**config.mk**
```make
export PLATFORM = sky130hd
export DESIGN_NAME = bus_ctrl_ws
export DESIGN_NICKNAME = d
export VERILOG_FILES = /design/src/rtl/bus_pkg.sv /design/src/rtl/bus_region_decode.sv /design/src/rtl/bus_ctrl_ws.sv
export SDC_FILE = /design/constraint.sdc
export NUM_CORES = 1
export LEC_CHECK = 0
export CORE_MARGIN = 5
export CORE_UTILIZATION = 38
export CTS_CLUSTER_DIAMETER = 60
export DETAILED_ROUTE_END_ITERATION = 6
export PLACE_DENSITY = 0.86
export SLEW_MARGIN = 15
export SYNTH_ARGS = -nofsm -noshare
export SYNTH_HDL_FRONTEND = slang
export SYNTH_SLANG_ARGS = --single-unit
```
**constraint.sdc**
```tcl
create_clock -name clk -period 3.4 [get_ports clk]
set_clock_uncertainty 0.2 [all_clocks]
set_input_delay 0.85 -clock clk [delete_from_list [all_inputs] [get_ports clk]]
set_output_delay 0.85 -clock clk [all_outputs]
set_load 0.02 [all_outputs]
```
**src/rtl/bus_pkg.sv**
```systemverilog
// Shared types and default decode constants for the wait-state bus controller.
// The reserved prefix is only an error region when BUS_ERR_EN is defined.
package bus_pkg;

    typedef enum logic [1:0] {
        REG_MEM,
        REG_IO,
        REG_VR,
        REG_ERR
    } region_e;

    typedef enum logic [1:0] {
        S_IDLE,
        S_ACCESS,
        S_DONE
    } state_e;

    localparam logic [2:0] IO_PREFIX_D  = 3'b101;
    localparam logic [2:0] VR_PREFIX_D  = 3'b110;
    localparam logic [2:0] ERR_PREFIX   = 3'b111;

endpackage

```
**src/rtl/bus_region_decode.sv**
```systemverilog
// Combinational region decode: top-3-bit address prefix to target region and wait-state count.
// With BUS_ERR_EN defined, the reserved prefix and read+write collisions map to REG_ERR.
module bus_region_decode
    import bus_pkg::*;
#(
    parameter logic [2:0]  IO_PREFIX = IO_PREFIX_D,
    parameter logic [2:0]  VR_PREFIX = VR_PREFIX_D,
    parameter int unsigned MEM_WS    = 0,
    parameter int unsigned IO_WS     = 2,
    parameter int unsigned VR_WS     = 1,
    parameter int unsigned WS_W      = 4
) (
    input  logic [2:0]      prefix,
    input  logic            both_req,
    output region_e         region,
    output logic [WS_W-1:0] ws_load
);

    always_comb begin
        region = REG_MEM;
        if (prefix == IO_PREFIX) begin
            region = REG_IO;
        end else if (prefix == VR_PREFIX) begin
            region = REG_VR;
        end
`ifdef BUS_ERR_EN
        if ((prefix == ERR_PREFIX) || both_req) begin
            region = REG_ERR;
        end
`endif
    end

`ifndef BUS_ERR_EN
    logic unused_both_req;
    assign unused_both_req = both_req;
`endif

    always_comb begin
        ws_load = '0;
        unique case (region)
            REG_MEM: ws_load = MEM_WS[WS_W-1:0];
            REG_IO:  ws_load = IO_WS[WS_W-1:0];
            REG_VR:  ws_load = VR_WS[WS_W-1:0];
            default: ws_load = '0;
        endcase
    end

endmodule

```
**src/rtl/bus_ctrl_ws.sv**
```systemverilog
// Registered memory/IO/VRAM bus controller with per-region wait states and four-phase handshake.
// Optional macro BUS_ERR_EN enables the reserved-prefix / collision error response on bus_err.
module bus_ctrl_ws
    import bus_pkg::*;
#(
    parameter int unsigned ADDR_W    = 32,
    parameter logic [2:0]  IO_PREFIX = IO_PREFIX_D,
    parameter logic [2:0]  VR_PREFIX = VR_PREFIX_D,
    parameter int unsigned MEM_WS    = 0,
    parameter int unsigned IO_WS     = 2,
    parameter int unsigned VR_WS     = 1,
    parameter int unsigned WS_W      = 4
) (
    input  logic              clk,
    input  logic              rst,
    input  logic [ADDR_W-1:0] addr_bus,
    input  logic              m_read,
    input  logic              m_write,
    output logic              write,
    output logic              io_rdn,
    output logic              io_wrn,
    output logic              wvram,
    output logic              rvram,
    output logic              ready,
    output logic              busy,
    output logic              bus_err
);

    localparam logic [WS_W-1:0] CNT_ONE = {{(WS_W-1){1'b0}}, 1'b1};

    logic            req;
    logic [2:0]      prefix;
    region_e         dec_region;
    logic [WS_W-1:0] ws_load;

    state_e          state;
    region_e         region_q;
    logic            op_wr_q;
    logic [WS_W-1:0] cnt;

    assign req    = m_read | m_write;
    assign prefix = addr_bus[ADDR_W-1:ADDR_W-3];

    // Only the region prefix is decoded; the rest of the address goes straight to the targets.
    logic unused_addr;
    assign unused_addr = ^addr_bus[ADDR_W-4:0];

    bus_region_decode #(
        .IO_PREFIX (IO_PREFIX),
        .VR_PREFIX (VR_PREFIX),
        .MEM_WS    (MEM_WS),
        .IO_WS     (IO_WS),
        .VR_WS     (VR_WS),
        .WS_W      (WS_W)
    ) u_decode (
        .prefix   (prefix),
        .both_req (m_read & m_write),
        .region   (dec_region),
        .ws_load  (ws_load)
    );

`ifdef BUS_ERR_EN
    logic bus_err_q;
    assign bus_err = bus_err_q;
`else
    assign bus_err = 1'b0;
`endif

    always_ff @(posedge clk or posedge rst) begin
        if (rst) begin
            state    <= S_IDLE;
            region_q <= REG_MEM;
            op_wr_q  <= 1'b0;
            cnt      <= '0;
            write    <= 1'b0;
            io_rdn   <= 1'b1;
            io_wrn   <= 1'b1;
            wvram    <= 1'b0;
            rvram    <= 1'b0;
            ready    <= 1'b0;
            busy     <= 1'b0;
`ifdef BUS_ERR_EN
            bus_err_q <= 1'b0;
`endif
        end else begin
            // Strobes and ready are pulses: inactive unless re-asserted below.
            write  <= 1'b0;
            io_rdn <= 1'b1;
            io_wrn <= 1'b1;
            wvram  <= 1'b0;
            rvram  <= 1'b0;
            ready  <= 1'b0;
`ifdef BUS_ERR_EN
            bus_err_q <= 1'b0;
`endif
            unique case (state)
                S_IDLE: begin
                    if (req) begin
                        region_q <= dec_region;
                        op_wr_q  <= m_write;
                        cnt      <= ws_load;
                        busy     <= 1'b1;
`ifdef BUS_ERR_EN
                        if (dec_region == REG_ERR) begin
                            ready     <= 1'b1;
                            bus_err_q <= 1'b1;
                            state     <= S_DONE;
                        end else begin
                            state <= S_ACCESS;
                        end
`else
                        state <= S_ACCESS;
`endif
                    end
                end
                S_ACCESS: begin
                    write  <= (region_q == REG_MEM) && op_wr_q;
                    io_rdn <= !((region_q == REG_IO) && !op_wr_q);
                    io_wrn <= !((region_q == REG_IO) && op_wr_q);
                    wvram  <= (region_q == REG_VR) && op_wr_q;
                    rvram  <= (region_q == REG_VR) && !op_wr_q;
                    if (cnt == '0) begin
                        ready <= 1'b1;
                        state <= S_DONE;
                    end else begin
                        cnt <= cnt - CNT_ONE;
                    end
                end
                S_DONE: begin
                    // Hold off until the CPU drops its request so a held request is not re-served.
                    if (!req) begin
                        busy  <= 1'b0;
                        state <= S_IDLE;
                    end
                end
                default: begin
                    busy  <= 1'b0;
                    state <= S_IDLE;
                end
            endcase
        end
    end

endmodule
```
=== Word level (Yosys, flattened, before mapping) ===
Index checks and enable logic that the tools add are counted.

* Add/sub/neg operators: 1
* Equal/unequal tests: 12
* Muxes and demuxes: 20
* Bitwise gates (word level): 2
* Reduce and logical (&&, ||, !) cells: 16

{| class="wikitable"
|+ Operators with widths
! operator !! number
|-
| $mux W2 || 5
|-
| $mux W1 || 9
|-
| $reduce_and A3 Y1 || 3
|-
| $mux W4 || 2
|-
| $ne A2 B2 Y1 const B || 4
|-
| $pmux W4 S2 || 1
|-
| $eq A2 B1 Y1 const B || 3
|-
| $eq A2 B2 Y1 const B || 3
|-
| $eq A3 B3 Y1 const B || 2
|-
| $pmux W2 S3 || 1
|-
| $logic_and A1 B1 Y1 || 5
|-
| $logic_not A2 Y1 || 2
|-
| $logic_not A4 Y1 || 1
|-
| $pmux W2 S2 || 1
|-
| $sub A4 B1 Y4 const B || 1
|-
| $logic_not A1 Y1 || 3
|-
| $pmux W1 S3 || 1
|-
| $reduce_and A2 Y1 || 1
|-
| $reduce_bool A2 Y1 || 1
|-
| $not A1 Y1 || 1
|-
| $or A1 B1 Y1 || 1
|}

* Flip-flop bits (word level): 16
* Input bits: 36
* Output and inout bits: 8
* Word-level logic and storage cells: 62

=== Longest topological paths before layout ===
Gate-level depths: netlist (run 1).

* Depth after elaboration: 7
* Mapped depth: 5
* Depth with buffers taken out: 5

=== Cells and area by module ===
From an unflattened synthesis (run 1), not the netlist that was laid out.

* Cells, all modules: 74
* Area total of the unflattened synthesis: 778.2 sq um

{| class="wikitable"
|+ Modules (own cells, without submodules)
! module !! instances !! cells each !! area an instance (sq um) !! seq. area each (sq um)
|-
| bus_ctrl_ws || 1 || 67 || 726.9 || 402.9
|-
| bus_region_decode || 1 || 7 || 51.3 || 0.0
|}

=== Least setup slack after synthesis (run 1) ===
OpenSTA, ideal clock, no wires.

* Path kind: input port to flip-flop
* Start: input m_write
* End: register cnt[0]
* Setup time: 0.126 ns
* Arrival: 1.454 ns
* Required time: 3.074 ns
* Setup slack: 1.620 ns
* Stages: 3
* Path buffers: 0
* Cell sequence: o21ai_2 > nor3_2 > o32a_1

* Cells in the longest elaborated chain, start to end: 3

{| class="wikitable"
|+ Ends and longest elaborated chain
! item !! line !! RTL
|-
| start: declaration || bus_ctrl_ws.sv:18 || <nowiki>input logic m_write,</nowiki>
|-
| $or A1 B1 Y1 || bus_ctrl_ws.sv:41 || <nowiki>assign req = m_read | m_write;</nowiki>
|-
| $ne A2 B2 Y1 (no line) || n/a ||
|-
| $reduce_and A3 Y1 (no line) || n/a ||
|-
| end signal: assignment || bus_ctrl_ws.sv:101 || <nowiki>cnt <= ws_load;</nowiki>
|-
| end signal: assignment || bus_ctrl_ws.sv:126 || <nowiki>cnt <= cnt - CNT_ONE;</nowiki>
|-
| end: declaration || bus_ctrl_ws.sv:39 || <nowiki>logic [WS_W-1:0] cnt;</nowiki>
|}

Every way passes these cells.
A chain may end at the register's enable or synchronous reset.

=== Final worst setup path (run 1) ===
* Start: register io_rdn
* End: output io_rdn

{| class="wikitable"
|+ RTL lines
! item !! line !! RTL
|-
| start: declaration || bus_ctrl_ws.sv:20 || <nowiki>output logic io_rdn,</nowiki>
|-
| start signal: assignment || bus_ctrl_ws.sv:118 || <nowiki>io_rdn <= !((region_q == REG_IO) && !op_wr_q);</nowiki>
|}

No word-level cell between the ends.

==> impl_results.md, run 1 <==
* Drt initial violations at 2
* Critical path capture point type: primary output
* Hold Startpoint: cnt[3]
* Worst path bufs/invs at 1
* Reg2reg start: state[0]
* H-tree Lvls at 1
* Vias at 511
* Gate Count Post-Synth at 67
* Max Cap Viol at 0
* Critical Path Source Type: register
* CTS buffer count at 3
* Final Max Tran Viols at 0
* DR WL/cell at 11.1 µm
* Hold-fix buffers, CTS at 0
* Cell Pwr Density at 897 nW/µm²
* Sequential fraction of the synthesis area at 56.1%
* Hold path depth at 1
* Rows at 15
* Area occupied by multi-input gates at 293 µm²
* TritonCTS clock tree: built
* Crit-path slowest cell: clkdlybuf4s50_1
* Status: finished clean
* # setup viols final at 0
* Antenna violations before repair at 0
* Worst R2R End: cnt[0]
* Initial core utilization at 40.7%
* Drt drc at 0
* Worst reg2reg path depth at 3
* Vias in the first global route at 471
* Share of cells above drive strength 1 at 15.7%
* Post-synth top area cell: dfrtp_1
* Latest clock arrival within the worst-skew pair at 0.28 ns
* Area share of the largest cell type after synthesis at 48.8%
* Fillcell total at 170
* Max-slew headroom at 61.1%
* Slowest stage delay, CP at 0.59 ns
* Reg with most FFs: cnt
* Data required, critical path at 2.35 ns
* YS warnings at 0
* Hold Crit Endpoint: cnt[3]
* IO Port Bufs at 13
* Largest register FFs at 4
* Antenna viol nets, final at 0
* Clk buf depth at 2
* CP cell instances: clkdlybuf4s50_1
* I/O pin count at 44
* Commonest cells after routing, fill and taps aside: dfrtp_1 (14), clkdlybuf4s50_1 (13), nand2_1 (11), nor2_1 (8), inv_1 (4)
* Critical Path AT at 1.41 ns
* Largest regs: cnt x4, region_q x2, state x2
* Final HPWL DP at 990 µm
* Via-per-instance ratio at 4.73
* CP top delay family: buffers and inverters
* Post-route setup TNS at 0 ns
* CTS Sinks at 16
* Worst Max-Slew Pin Slew at 0.583 ns
* Mapped Area at 718 µm²
* WS Path Type: reg2out
* Worst-path clk slew at 0.09 ns
* Post-Route Hold Slack at 0.277 ns
* Worst-path fanout max at 1
* Distinct cells, synth at 28
* Hold Path Class: reg2reg
* Fmax at 407 MHz
* Global Route Usage Sum at 10.6%
* Period utilization at 72.2%
* Pleak at 0.408 nW
* Commonest non-fill, non-tap cell in the layout: dfrtp_1
* Worst R2R Setup Slack at 1.94 ns
* Inserted Diodes at 0
* Register area at 403 µm²
* # Post-CTS Setup Buffers at 0
* Pre-antenna DRT Iters at 2
* Maximum VDD drop at 0.392 mV
* Routability congestion estimate from global placement at 0.821
* Root Buffer: clkbuf_4
* DP Cell Count at 104
* RSZ-0062 raised after global routing: false
* Core area at 1760 µm²
* First-pass GRT wire length at 2.05 mm
* DIE HEIGHT at 53.5 µm
* Total grt overflow at 0
* Dominant cells by area after synthesis: dfrtp_1 (49%), dfstp_2 (7.3%), nand2_1 (5.7%)
* Syn Nets at 104
* Routed wire length at 1.20 mm
* Min Clock Period, post-route at 2.46 ns
* Fin cells at 108
* Nets@finish at 121
* Die W at 53.5 µm
* Area Overhead vs Synth at 26.5%
* Total power at 0.814 mW
* Die area at 2860 µm²
* Fin. Hold Viols at 0
* Mean cell area of the mapped netlist at 10.7 µm²
* CTS resizes at 0
* #FFs+latches synth at 16
* Largest net degree at the start of global routing at 17
[report_power, final]
| group | internal, mW | switching (mW) |
|---|---|---|
| clock network | 0.0652 | 0.0573 |
| registers | 0.265 | 0.0624 |
| logic | 0.175 | 0.189 |
[kinds of logic after synthesis]
group,share of synthesized area (%)
other,0.522
buffers and inverters,3.14
AO/OA/AOI/OAI,13.4
adder cells (fa/ha/maj),3.14
flip-flops,56.1
multiplexers,2.79
AND/OR/NAND/NOR,20.9
[cell usage after synthesis]
library cell  instances
mux2i_1               2
o21a_1                1
a221oi_2              1
o22ai_1               1
nor3_2                1
nand2_1              11
o32a_1                1
nor2_1                8
nand3b_1              1
maj3_1                1
dfrtp_1              14
o21ai_1               2
conb_1                1
a21o_1                1
and3_1                1
o21ai_2               1
nor2_2                1
o21ai_0               1
nand2b_1              2
ha_1                  1
buf_4                 1
dfstp_2               2
nor3b_1               1
nand2b_4              1
nor3_1                3
a21oi_4               1
inv_1                 4
a22o_2                1
[through the flow]
stage | util, % | cell area (µm²) | worst slack (ns)
after global routing | 51.5 | 908 | 0.905
final | 51.5 | 908 | 0.945
after detailed placement | 49.4 | 872 | 0.980
after floorplan | - | 718 | 1.62
after CTS | 51.5 | 908 | 0.926
after global placement | 49.4 | 872 | 0.987
[routing by layer]
layer | wire length, µm | track usage (%)
met1 | 517 | 12.2
met2 | 578 | 16.5
met3 | 81 | 3.94
met4 | 25 | 6.38
met5 | 0 | 0
[worst max-delay path by stage]
stage	start	to	slack (ns)	cells past startpoint
final	io_rdn	io_rdn	0.94	1
after global routing	io_wrn	io_wrn	0.90	1
after CTS	io_rdn	io_rdn	0.93	1
after detailed placement	m_write	cnt[0]	0.98	5
after global placement	m_write	cnt[0]	0.99	5
after floorplan	m_write	cnt[0]	1.62	3
[area by class of cell]
type	instances	share of cell area, %
clock buffers	4	3.99
inverters	4	1.65
multi-input cells	46	32.2
flip-flops and latches	16	44.4
well taps	25	3.44
repair buffers	13	14.3
Note: power is estimated with default switching activity, not from simulation.
==> run 2, diff against run 1 <==
CORE_UTILIZATION = 32   (was 38)
PLACE_DENSITY = 0.78   (was 0.86)
clock period = 2 ns   (was 3.4 ns; I/O delays follow)
==> run 2 against run 1 <==
Effect of this change: register-to-register slack got worse by 1.4 ns; wire length increased by 3.0%; sequential power increased by 69%; core utilization decreased by 8.2 points; flip-flop and latch count unchanged; final cell count increased by 6.5%; first-iteration DRC count increased by 100%; count of clock-buffer cells in the layout unchanged; critical path depth unchanged; largest power group unchanged.
==> impl_results.md, run 2 (synthesized netlist as in run 1, its figures left out) <==
* Final HPWL DP at 1.00 mm (+1.1%)
* Via-per-instance ratio at 4.75 (+0.35%)
* Hold-fix buffers, CTS at 0 (unchanged)
* Commonest cells after routing, fill and taps aside: dfrtp_1 (14), nand2_1 (11), clkdlybuf4s50_1 (11), nor2_1 (8)
* CP cell instances: clkdlybuf4s50_1
* # Post-CTS Setup Buffers at 0 (unchanged)
* Fin. Hold Viols at 0 (unchanged)
* Critical path capture point type: primary output
* Drt drc at 0 (unchanged)
* Worst path bufs/invs at 1 (unchanged)
* Pleak at 0.423 nW (+3.8%)
* Routed wire length at 1.24 mm (+3.0%)
* DIE HEIGHT at 57.4 µm (+7.3%)
* Vias at 546 (+6.8%)
* I/O pin count at 44 (unchanged)
* Drt initial violations at 4 (+2)
* Root Buffer: clkbuf_4
* Maximum VDD drop at 0.534 mV (+36%)
* WS Path Type: reg2out
* Sw Share at 37.5% (-0.39 points)
* Die area at 3290 µm² (+15%)
* Total grt overflow at 0 (unchanged)
* Status: finished clean
* Crit-path slowest cell: clkdlybuf4s50_1
* CTS buffer count at 3 (unchanged)
* Min Clock Period, post-route at 1.93 ns
* Routability congestion estimate from global placement at 0.720 (-12%)
* Pint at 0.893 mW (+77%)
* Largest register FFs at 4 (unchanged)
* Initial core utilization at 33.1% (-7.6 points)
* Fmax at 517 MHz
* Worst-path clk slew at 0.09 ns (about the same)
* Reg power frac at 38.8% (-1.4 points)
* Max Cap Viol at 0 (unchanged)
* Largest net degree at the start of global routing at 17 (unchanged)
* Reg2reg start: cnt[0]
* Switching power at 0.536 mW (+74%)
* Final Max Tran Viols at 0 (unchanged)
* Cell Pwr Density at 1520 nW/µm² (+70%)
* Inserted Diodes at 0 (unchanged)
* IO Port Bufs at 13 (unchanged)
* Vias in the first global route at 560 (+19%)
* Core area at 2170 µm² (+23%)
* Reg with most FFs: cnt
* RSZ-0062 raised after global routing: false
* DR WL/cell at 10.8 µm (-3.3%)
* DP Cell Count at 111 (+6.7%)
* H-tree Lvls at 1 (unchanged)
* CTS resizes at 2 (+2)
* Antenna viol nets, final at 0 (unchanged)
* Share of cells above drive strength 1 at 19.5% (+3.9 points)
* Area Overhead vs Synth at 30.8%
* Data required, critical path at 1.30 ns (-1.05 ns)
* Comb power frac at 46.7% (+2.0 points)
* Worst reg2reg path depth at 4 (+1)
* Worst-path fanout max at 2 (+1)
* Clk buf depth at 2 (unchanged)
* Latest clock arrival within the worst-skew pair at 0.28 ns (about the same)
* Largest regs: cnt x4, region_q x2, state x2
* # setup viols final at 0 (unchanged)
* Pre-antenna DRT Iters at 4 (+2)
* Global Route Usage Sum at 8.98% (-1.6 points)
* Period utilization at 96.7%
* Hold path depth at 1 (unchanged)
* Post-route setup TNS at 0 ns (unchanged)
* Fillcell total at 223 (+31%)
* Critical Path AT at 1.23 ns (-0.18 ns)
* Fin cells at 115 (+6.5%)
* Hold Startpoint: cnt[3]
* Worst R2R Setup Slack at 0.55 ns (-1.39 ns)
* First-pass GRT wire length at 2.31 mm (+13%)
* Rows at 17 (+2)
* Clock Power Share at 14.5% (-0.5 points)
* Hold Path Class: reg2reg
* Antenna violations before repair at 0 (unchanged)
* CP top delay family: buffers and inverters
* Slowest stage delay, CP at 0.60 ns (about the same)
* Nets@finish at 125 (+3.3%)
* Hold Crit Endpoint: cnt[3]
* Commonest non-fill, non-tap cell in the layout: dfrtp_1
* CTS Sinks at 16 (unchanged)
* Critical Path Source Type: register
* Worst R2R End: cnt[0]
* Die W at 57.4 µm (+7.3%)
* TritonCTS clock tree: built
## run 2: how the worst max path moves through the flow
| stage | from | end | slack [ns] | depth (start not counted) |
|---|---|---|---|---|
| 2_1_floorplan | m_write | cnt[0] | 0.57 | 3 |
| 3_3_place_gp | m_write | cnt[0] | 0.02 | 6 |
| 3_5_place_dp | m_write | cnt[1] | 0.02 | 6 |
| 4_1_cts | busy | busy | 0.04 | 1 |
| 5_1_grt | busy | busy | 0.002 | 1 |
| 6_report | busy | busy | 0.07 | 1 |
## run 2: metrics by stage
stage               area [µm²]  utilization (%)  total power [mW]  worst slack, ns  hold WS, ns
global route               940             43.3              1.55          0.00186        0.322
CTS                        940             43.3              1.45           0.0410        0.287
floorplan                  718                -              1.02            0.570        0.212
finish                     940             43.3              1.43           0.0664        0.287
detailed placement         906             41.8              1.24           0.0196        0.272
global placement           906             41.8              1.21           0.0180        0.261
## run 2: layout make-up
class | count | area (µm²) | area share (%)
clock buffer | 4 | 36.3 | 3.86
inverter | 4 | 15.0 | 1.60
multi-input combinational | 46 | 293 | 31.2
tap | 28 | 35.0 | 3.73
sequential | 16 | 403 | 42.9
timing repair buffer | 17 | 158 | 16.8
## run 2: metal layers
metal | vias up | GRT usage, % | routed length (µm)
li1 | 265 | - | -
met1 | 267 | 9.54 | 483
met2 | 12 | 15.8 | 658
met3 | 2 | 3.17 | 85
met4 | 0 | 3.97 | 10
met5 | - | 0 | 0
## run 2: worst register-to-register path: cells and delay by family (launching register included)
family          cells  cell delay, ns
buf+inv             1            0.07
flops               1            0.41
compound gates      2            0.44
fa+ha+maj           1            0.22
## run 2: power by group through the flow
stage	logic (mW)	clock network [mW]	registers (mW)
CTS	0.681	0.217	0.556
floorplan	0.434	0	0.588
global route	0.744	0.234	0.577
finish	0.667	0.207	0.555
detailed placement	0.681	0	0.562
global placement	0.657	0	0.554
==> run 3, diff against run 2 <==
RECOVER_POWER = 50   (was not set)
==> run 3 against run 2 <==
Effect of this change: sequential share of layout area increased by 0.52 points; register-to-register slack got worse by 0.05 ns; core utilization fell by 0.52 points; setup slack gained 0.0011 ns; critical path depth did not move; critical endpoint unchanged.
==> impl_results.md, run 3 (synthesized netlist as in run 1, its figures left out) <==
* Status: finished clean
* Via-per-instance ratio at 4.77 (+0.37%)
* Maximum VDD drop at 0.506 mV (-5.2%)
* Commonest non-fill, non-tap cell in the layout: dfrtp_1
* Core area at 2170 µm² (unchanged)
* Global Route Usage Sum at 8.98% (unchanged)
* Total grt overflow at 0 (unchanged)
* Vias at 548 (+0.37%)
* Cell Pwr Density at 1510 nW/µm² (-0.44%)
* Max-slew headroom at 44.9%
* DP Area at 906 µm² (unchanged)
* Reg2reg start: state[1]
* Final Max Tran Viols at 0 (unchanged)
* TritonCTS clock tree: built
* Post-route setup TNS at 0 ns (unchanged)
* Inserted Diodes at 0 (unchanged)
* CTS Sinks at 16 (unchanged)
* Share of cells above drive strength 1 at 17.2% (-2.3 points)
* Slowest stage delay, CP at 0.60 ns (about the same)
* I/O pin count at 44 (unchanged)
* WS Path Type: reg2out
* # setup viols final at 0 (unchanged)
* Worst reg2reg path depth at 4 (unchanged)
* Antenna viol nets, final at 0 (unchanged)
* Hold Path Class: reg2reg
* # Post-CTS Setup Buffers at 0 (unchanged)
* Crit path depth at 1 (unchanged)
* Switching power at 0.528 mW (-1.4%)
* Vias in the first global route at 560 (unchanged)
* Design area at 928 µm² (-1.2%)
* CTS resizes at 2 (unchanged)
* DR WL/cell at 10.7 µm (-0.24%)
* Sw Share at 37.6% (+0.098 points)
* Drt initial violations at 4 (unchanged)
* CTS buffer count at 3 (unchanged)
* Hold-fix buffers, CTS at 0 (unchanged)
* Min Clock Period, post-route at 1.93 ns (-0.00106 ns)
* Comb power frac at 46.3% (-0.4 points)
* First-pass GRT wire length at 2.31 mm (unchanged)
* Reg power frac at 39.0% (+0.2 points)
* Final HPWL DP at 1.00 mm (unchanged)
* H-tree Lvls at 1 (unchanged)
* Commonest cells after routing, fill and taps aside: dfrtp_1 (14), nand2_1 (11), clkdlybuf4s50_1 (10), nor2_1 (8), inv_1 (4)
* Nets@finish at 125 (unchanged)
* Data required, critical path at 1.30 ns (about the same)
* Clk buf depth at 2 (unchanged)
* Fin. Hold Viols at 0 (unchanged)
* Worst path bufs/invs at 1 (unchanged)
* CP cell instances: clkdlybuf4s50_1
* Core Util, Final at 42.8% (-0.52 points)
* Antenna violations before repair at 0 (unchanged)
* Drt drc at 0 (unchanged)
* Pleak at 0.418 nW (-1.3%)
* Area Overhead vs Synth at 29.3%
* Largest net degree at the start of global routing at 17 (unchanged)
* Period utilization at 96.6% (about the same)
* CP top delay family: buffers and inverters
* Routed wire length at 1.23 mm (-0.24%)
* Worst-path clk slew at 0.09 ns (about the same)
* DIE HEIGHT at 57.4 µm (unchanged)
* Largest register FFs at 4 (unchanged)
* Post-Route Hold Slack at 0.287 ns (-0.0000180 ns)
* Worst Max-Slew Pin Slew at 0.827 ns
* Pre-antenna DRT Iters at 4 (unchanged)
* Clock Power Share at 14.7% (+0.2 points)
* Routability congestion estimate from global placement at 0.720 (unchanged)
* Rows at 17 (unchanged)
* Latest clock arrival within the worst-skew pair at 0.27 ns (about the same)
* Die area at 3290 µm² (unchanged)
* Critical Path Source Type: register
* Reg with most FFs: cnt
* Critical Path AT at 1.23 ns (about the same)
* Max Cap Viol at 0 (unchanged)
* Crit-path slowest cell: clkdlybuf4s50_1
* Largest regs: cnt x4, region_q x2, state x2
* Worst R2R End: cnt[1]
* RSZ-0062 raised after global routing: false
* Fmax at 517 MHz (about the same)
* Worst Setup EP: busy
* Root Buffer: clkbuf_4
* Setup crit start: busy
* Worst-path fanout max at 2 (unchanged)
* Pint at 0.877 mW (-1.8%)
* IO Port Bufs at 13 (unchanged)
* Die W at 57.4 µm (unchanged)
* Worst R2R Setup Slack at 0.50 ns (-0.05 ns)
* Critical path capture point type: primary output
* Initial core utilization at 33.1% (unchanged)
-- run 3: worst min-delay path by stage --
stage | start | end | cells after the start
floorplan | rst | busy | 1
global placement | cnt[3] | cnt[3] | 1
detailed placement | cnt[3] | cnt[3] | 1
CTS | cnt[3] | cnt[3] | 1
global route | op_wr_q | io_wrn | 1
finish | cnt[3] | cnt[3] | 1
-- run 3: layout make-up --
cell class                      instances  area, µm²
Multi-Input combinational cell         46        285
Inverter                                4       15.0
Fill cell                             225       1240
Timing Repair Buffer                   17        154
Clock buffer                            4       36.3
Tap cell                               28       35.0
Sequential cell                        16        403
-- run 3: worst register-to-register path, cell delays in order, from the launching register on --
cell and delay, ns:
dfrtp_1 0.43, nand2b_1 0.29, a21oi_4 0.24, nor3_1 0.09, a221oi_2 0.16
-- run 3: power groups by stage --
stage	sequential (mW)	combinational (mW)	clock (mW)
detailed placement	0.562	0.681	0
global placement	0.554	0.657	0
floorplan	0.588	0.434	0
finish	0.549	0.651	0.206
global route	0.570	0.727	0.234
CTS	0.556	0.681	0.217
-- run 3: per-stage QoR --
stage	instances	setup WS, ns	power (mW)
after global routing	115	0.00186	1.53
after global placement	111	0.0180	1.21
after detailed placement	111	0.0196	1.24
after CTS	115	0.0410	1.45
final	115	0.0675	1.41
after floorplan	67	0.570	1.02
-- run 3: per-layer routing --
| metal | global-route usage (%) | vias up | wire length, µm |
|---|---|---|---|
| li1 | - | 265 | - |
| met1 | 9.54 | 267 | 471 |
| met2 | 15.8 | 14 | 665 |
| met3 | 3.17 | 2 | 86 |
| met4 | 3.97 | 0 | 10 |
| met5 | 0 | - | 0 |
==> RTL change 1 (settings of run 3) <==
Make the reset (`rst`) synchronous in one clocked block.
--- a/src/rtl/bus_ctrl_ws.sv
+++ b/src/rtl/bus_ctrl_ws.sv
@@ -67,5 +67,5 @@
 `endif
 
-    always_ff @(posedge clk or posedge rst) begin
+    always_ff @(posedge clk) begin
         if (rst) begin
             state    <= S_IDLE;
Function: differs if rst is asserted again (counterexample within 4 cycles, from zero or initial values and one cycle with rst high); with rst held inactive, the same outputs for 10 cycles.
==> RTL change 1 against run 3 <==
- utilization rose by 0.074 points
- die area fell by 1.6%
- routed wire length rose by 21%
- synthesized area fell by 1.9%
- sequential cell count did not move
- setup slack improved by 0.015 ns
- design area fell by 0.81%
- highest routed layer unchanged
Power is not compared: it rests on default switching activity, and its combinational part moved more than twofold at a synthesized area within 25%.
==> RTL change 1: results (changes against run 3) <==
[global_routing]
grt_util_all_layers=0.100  ; +0.0104
grt_pass1_vias=620  ; +11%
grt_pass1_wl_mm=2.52  ; +9.0%
grt_max_degree=13  ; -4
antenna_found_initial=0  ; unchanged

[final_layout]
nNetsFinal=137  ; +9.6%
buffers=19  ; +2
fill_cells=210  ; -6.7%
multi_input_cells=54  ; +17%
drive_above_1_share=0.121  ; -0.0512
top_regs=cnt: 4 flops, region_q: 2 flops, state: 2 flops
inv_count=6  ; +2
num_antenna_cells=0  ; unchanged
nonClkBufAreaFrac=0.190  ; +0.0244
seq_cells=16  ; unchanged
clkCellAreaFrac=0.0394  ; +0.000319
multi_input_area_share=0.360  ; +0.0528
register_area_um2=320  ; -20%

[clocking]
path_clk_slew_ns=0.09  ; about the same
cts_made_buffers=3  ; unchanged
cts.repair.resized=0  ; -2
clk_path_buf_depth=2  ; unchanged
clock_latency_ns=0.29  ; +0.02 ns

[worst_hold_path]
whs_path_depth=1  ; unchanged
hp-start=region_q[0]
hp-class=reg2reg
hold-path-endpoint=io_rdn

[routing]
first_pass_iters=4  ; unchanged
vias=629  ; +15%
wl_per_cell_um=11.7  ; +9.3%
dr.first_iter.drc_count=19  ; +15

[worst_setup_path]
ff2ff_path_depth=5  ; +1
crit_path_end=busy
rrSetupSlack_ns=0.25  ; -0.25 ns
reg2reg_from=cnt[0]
rr_endpoint=cnt[1]
cp_max_fo=2  ; unchanged
max_stage_delay_ns=0.60  ; about the same
worstSetupStartpoint=busy

[synthesis]
synth_area_leaders=dfxtp_1, nor2_1, a21oi_1
synth_flop_cell=dfxtp_1
synthArstFlopShare=0  ; -1.00
synthAdderAreaFrac=0.0320  ; +0.000613
synthDistinctLibCells=36  ; +29%
syn_nets=117  ; +13%
muxShareOfSynthArea=0.0302  ; +0.00232
synth_xor_area_frac=0  ; unchanged
synth-compound-area-share=0.156  ; +0.0222
synth_commonest_cells=dfxtp_1, nor2_1, inv_1
yosysSeqAreaShare=0.455  ; -0.106

[pwr]
p_leak_uw=0.000360

[placed_design]
hpwl_mm=1.17  ; +17%
numPortBuffers=13  ; unchanged
globalplace.congestion=0.739  ; +2.7%

[status]
status=complete, no violations

[sta]
final-setup-viol-count=0  ; unchanged

[die]
coreArea_um2=2150  ; -0.98%

## RTL change 1: cell types whose count changed after synthesis, moves of 5 or more
cell,change
a21oi_1,+5
dfxtp_1,+16
dfrtp_1,-14
nand2_1,-6
## RTL change 1: through the flow
step                      total power, uW  cells  cell area [um2]  setup WS (ns)  hold WS [ns]
after floorplan                       522     80              704          0.415         0.203
after global placement                575    123              888        -0.0248         0.224
after detailed placement              585    123              888        -0.0505         0.225
after CTS                             796    127              925         0.0683         0.247
after global routing                  840    127              921         0.0194         0.275
final                                 791    127              921         0.0823         0.248
## RTL change 1: metal layers
layer / vias to the layer above / track usage / part of all wire
met5: - / 0 / 0
met4: 0 / 0.0662 / 0.017
met3: 4 / 0.0299 / 0.064
met2: 14 / 0.175 / 0.50
met1: 291 / 0.102 / 0.41
li1: 320 / - / -
## RTL change 1: power groups by stage
stage	Clock [uW]	Combinational, uW	Sequential, uW
after CTS	218	212	366
after global placement	0	203	372
after global routing	237	233	371
final	214	210	366
after detailed placement	0	211	374
after floorplan	0	143	378
==> RTL change 2 (config.mk and constraints of run 3) <==
Made on the original files. `WS_W` is set to 4 in 2 places; all go to 6.
--- a/src/rtl/bus_region_decode.sv
+++ b/src/rtl/bus_region_decode.sv
@@ -9,5 +9,5 @@
     parameter int unsigned IO_WS     = 2,
     parameter int unsigned VR_WS     = 1,
-    parameter int unsigned WS_W      = 4
+    parameter int unsigned WS_W      = 6
 ) (
     input  logic [2:0]      prefix,
--- a/src/rtl/bus_ctrl_ws.sv
+++ b/src/rtl/bus_ctrl_ws.sv
@@ -10,5 +10,5 @@
     parameter int unsigned IO_WS     = 2,
     parameter int unsigned VR_WS     = 1,
-    parameter int unsigned WS_W      = 4
+    parameter int unsigned WS_W      = 6
 ) (
     input  logic              clk,
Behaviour: no difference found for any inputs over 10 cycles, from zero or initial values and one cycle with rst high; that may be too few to reach the edited logic, so the function may still have changed.
==> RTL change 2 against run 3 <==
- worst hold slack gained 0.026 ns
- design area grew 16%
- die area rose by 18%
- sequential share of layout area fell by 1.5 points
- routed wire length grew 33%
- synthesized area is 21% higher
- sequential cell count is 2 higher
- cell count grew 10%
- sequential power is 16% higher
- setup slack worse by 0.012 ns
- maximum frequency decreased by 0.60%
- total power rose by 8.0%
==> RTL change 2: results (changes against run 3) <==
[placed_design]
globalplace.congestion=0.821  ; +14%
place_area_um2=1050  ; +16%
hpwl_mm=1.25  ; +25%
post-place-ws_ns=-0.0890  ; -0.109 ns

[clocking]
clock_latency_ns=0.30  ; +0.03 ns
clock_sinks=18  ; +2
path_clk_slew_ns=0.11  ; +0.02 ns
cts_setup_buffers=0  ; unchanged
htreeDepth=1  ; unchanged

[global_routing]
grt_max_degree=19  ; +2
grt_use_met2=0.150  ; -0.00781
grt_util_all_layers=0.0950  ; +0.00522
met1_usage=0.116  ; +0.0209
grt_pass1_wl_mm=2.95  ; +27%
grt_pass1_vias=662  ; +18%
grt_use_met3=0.0126  ; -0.0191

[worst_setup_path]
cp_max_fo=1  ; -1
crit_family=buffers and inverters
rrSetupSlack_ns=0.21  ; -0.29 ns
max_stage_delay_ns=0.60  ; about the same

[synthesis]
synth_commonest_cells=dfrtp_1, nor2_1, inv_1
yosysSeqAreaShare=0.519  ; -0.0416
synthAdderAreaFrac=0.0402  ; +0.00881
synthDistinctLibCells=32  ; +14%
muxShareOfSynthArea=0.0603  ; +0.0324
ys_warn_count=0  ; unchanged
synth-compound-area-share=0.122  ; -0.0122
synth_xor_area_frac=0  ; unchanged
syn_nets=116  ; +12%
syn_inst=78  ; +16%
synth_area_leaders=dfrtp_1, dfstp_2, mux2i_1

[final_layout]
register_area_um2=453  ; +12%
inv_count=5  ; +1
nonClkBufAreaFrac=0.134  ; -0.0315
drive_above_1_share=0.125  ; -0.0474
multi_input_area_share=0.360  ; +0.0527
finalInstanceArea_um2=1080  ; +16%
buffers=16  ; -1
multi_input_cells=53  ; +15%
top_regs=cnt: 6 flops, region_q: 2 flops, state: 2 flops
clkCellAreaFrac=0.0336  ; -0.00552
fill_cells=268  ; +19%
nNetsFinal=135  ; +8.0%

[routing]
wl_met1_um=733  ; +56%
wl_met2_um=863  ; +30%
first_pass_iters=4  ; unchanged
vias=671  ; +22%
wl_mm=1.65  ; +33%
dr.first_iter.drc_count=21  ; +17
wl_met3_um=38  ; -56%
via_per_inst=5.28  ; +11%

[sta]
relSlewSlack=0.384  ; -0.0653
post-route-min-period_ns=1.94  ; +0.0116 ns
finalHoldWorstSlack_ns=0.313  ; +0.0257 ns

[pwr]
peakVddDrop_uv=806  ; +59%
p_leak_uw=0.000494  ; +18%
switchingPower_uw=573  ; +8.3%

[worst_hold_path]
hp-class=reg2reg

[die]
taps=31  ; +11%

[status]
status=complete, no violations

[RTL change 2: final timing paths]
kind | depth (start not counted) | to | startpoint
max | 1 | ready | ready
min | 1 | io_wrn | op_wr_q
max reg2reg | 3 | cnt[1] | cnt[2]
min reg2reg | 1 | io_wrn | op_wr_q
max in group asynchronous | 3 | state[1] | rst
min in group asynchronous | 3 | cnt[0] | rst
[RTL change 2: worst register-to-register path, stage by stage (launching register included)]
cell and delay, ns:
dfrtp_1 0.42, or3_4 0.44, o311a_4 0.38, o221a_1 0.24
[RTL change 2: logic make-up after synthesis]
family / count (synthesis)
simple gates: 32
flops: 18
compound gates: 12
buf+inv: 7
mux: 5
fa+ha+maj: 3
other cells: 1
[RTL change 2: power by group through the flow]
stage	clock [uW]	combinational (uW)	sequential, uW
floorplan	0	422	673
global placement	0	639	635
detailed placement	0	668	648
CTS	231	667	639
global route	249	727	668
finish	227	651	639
[RTL change 2: repair_timing]
action	4_1_cts	5_1_grt
endpoints found under the setup margin	2	1
gates resized for setup	2	1
hold buffers	0	0
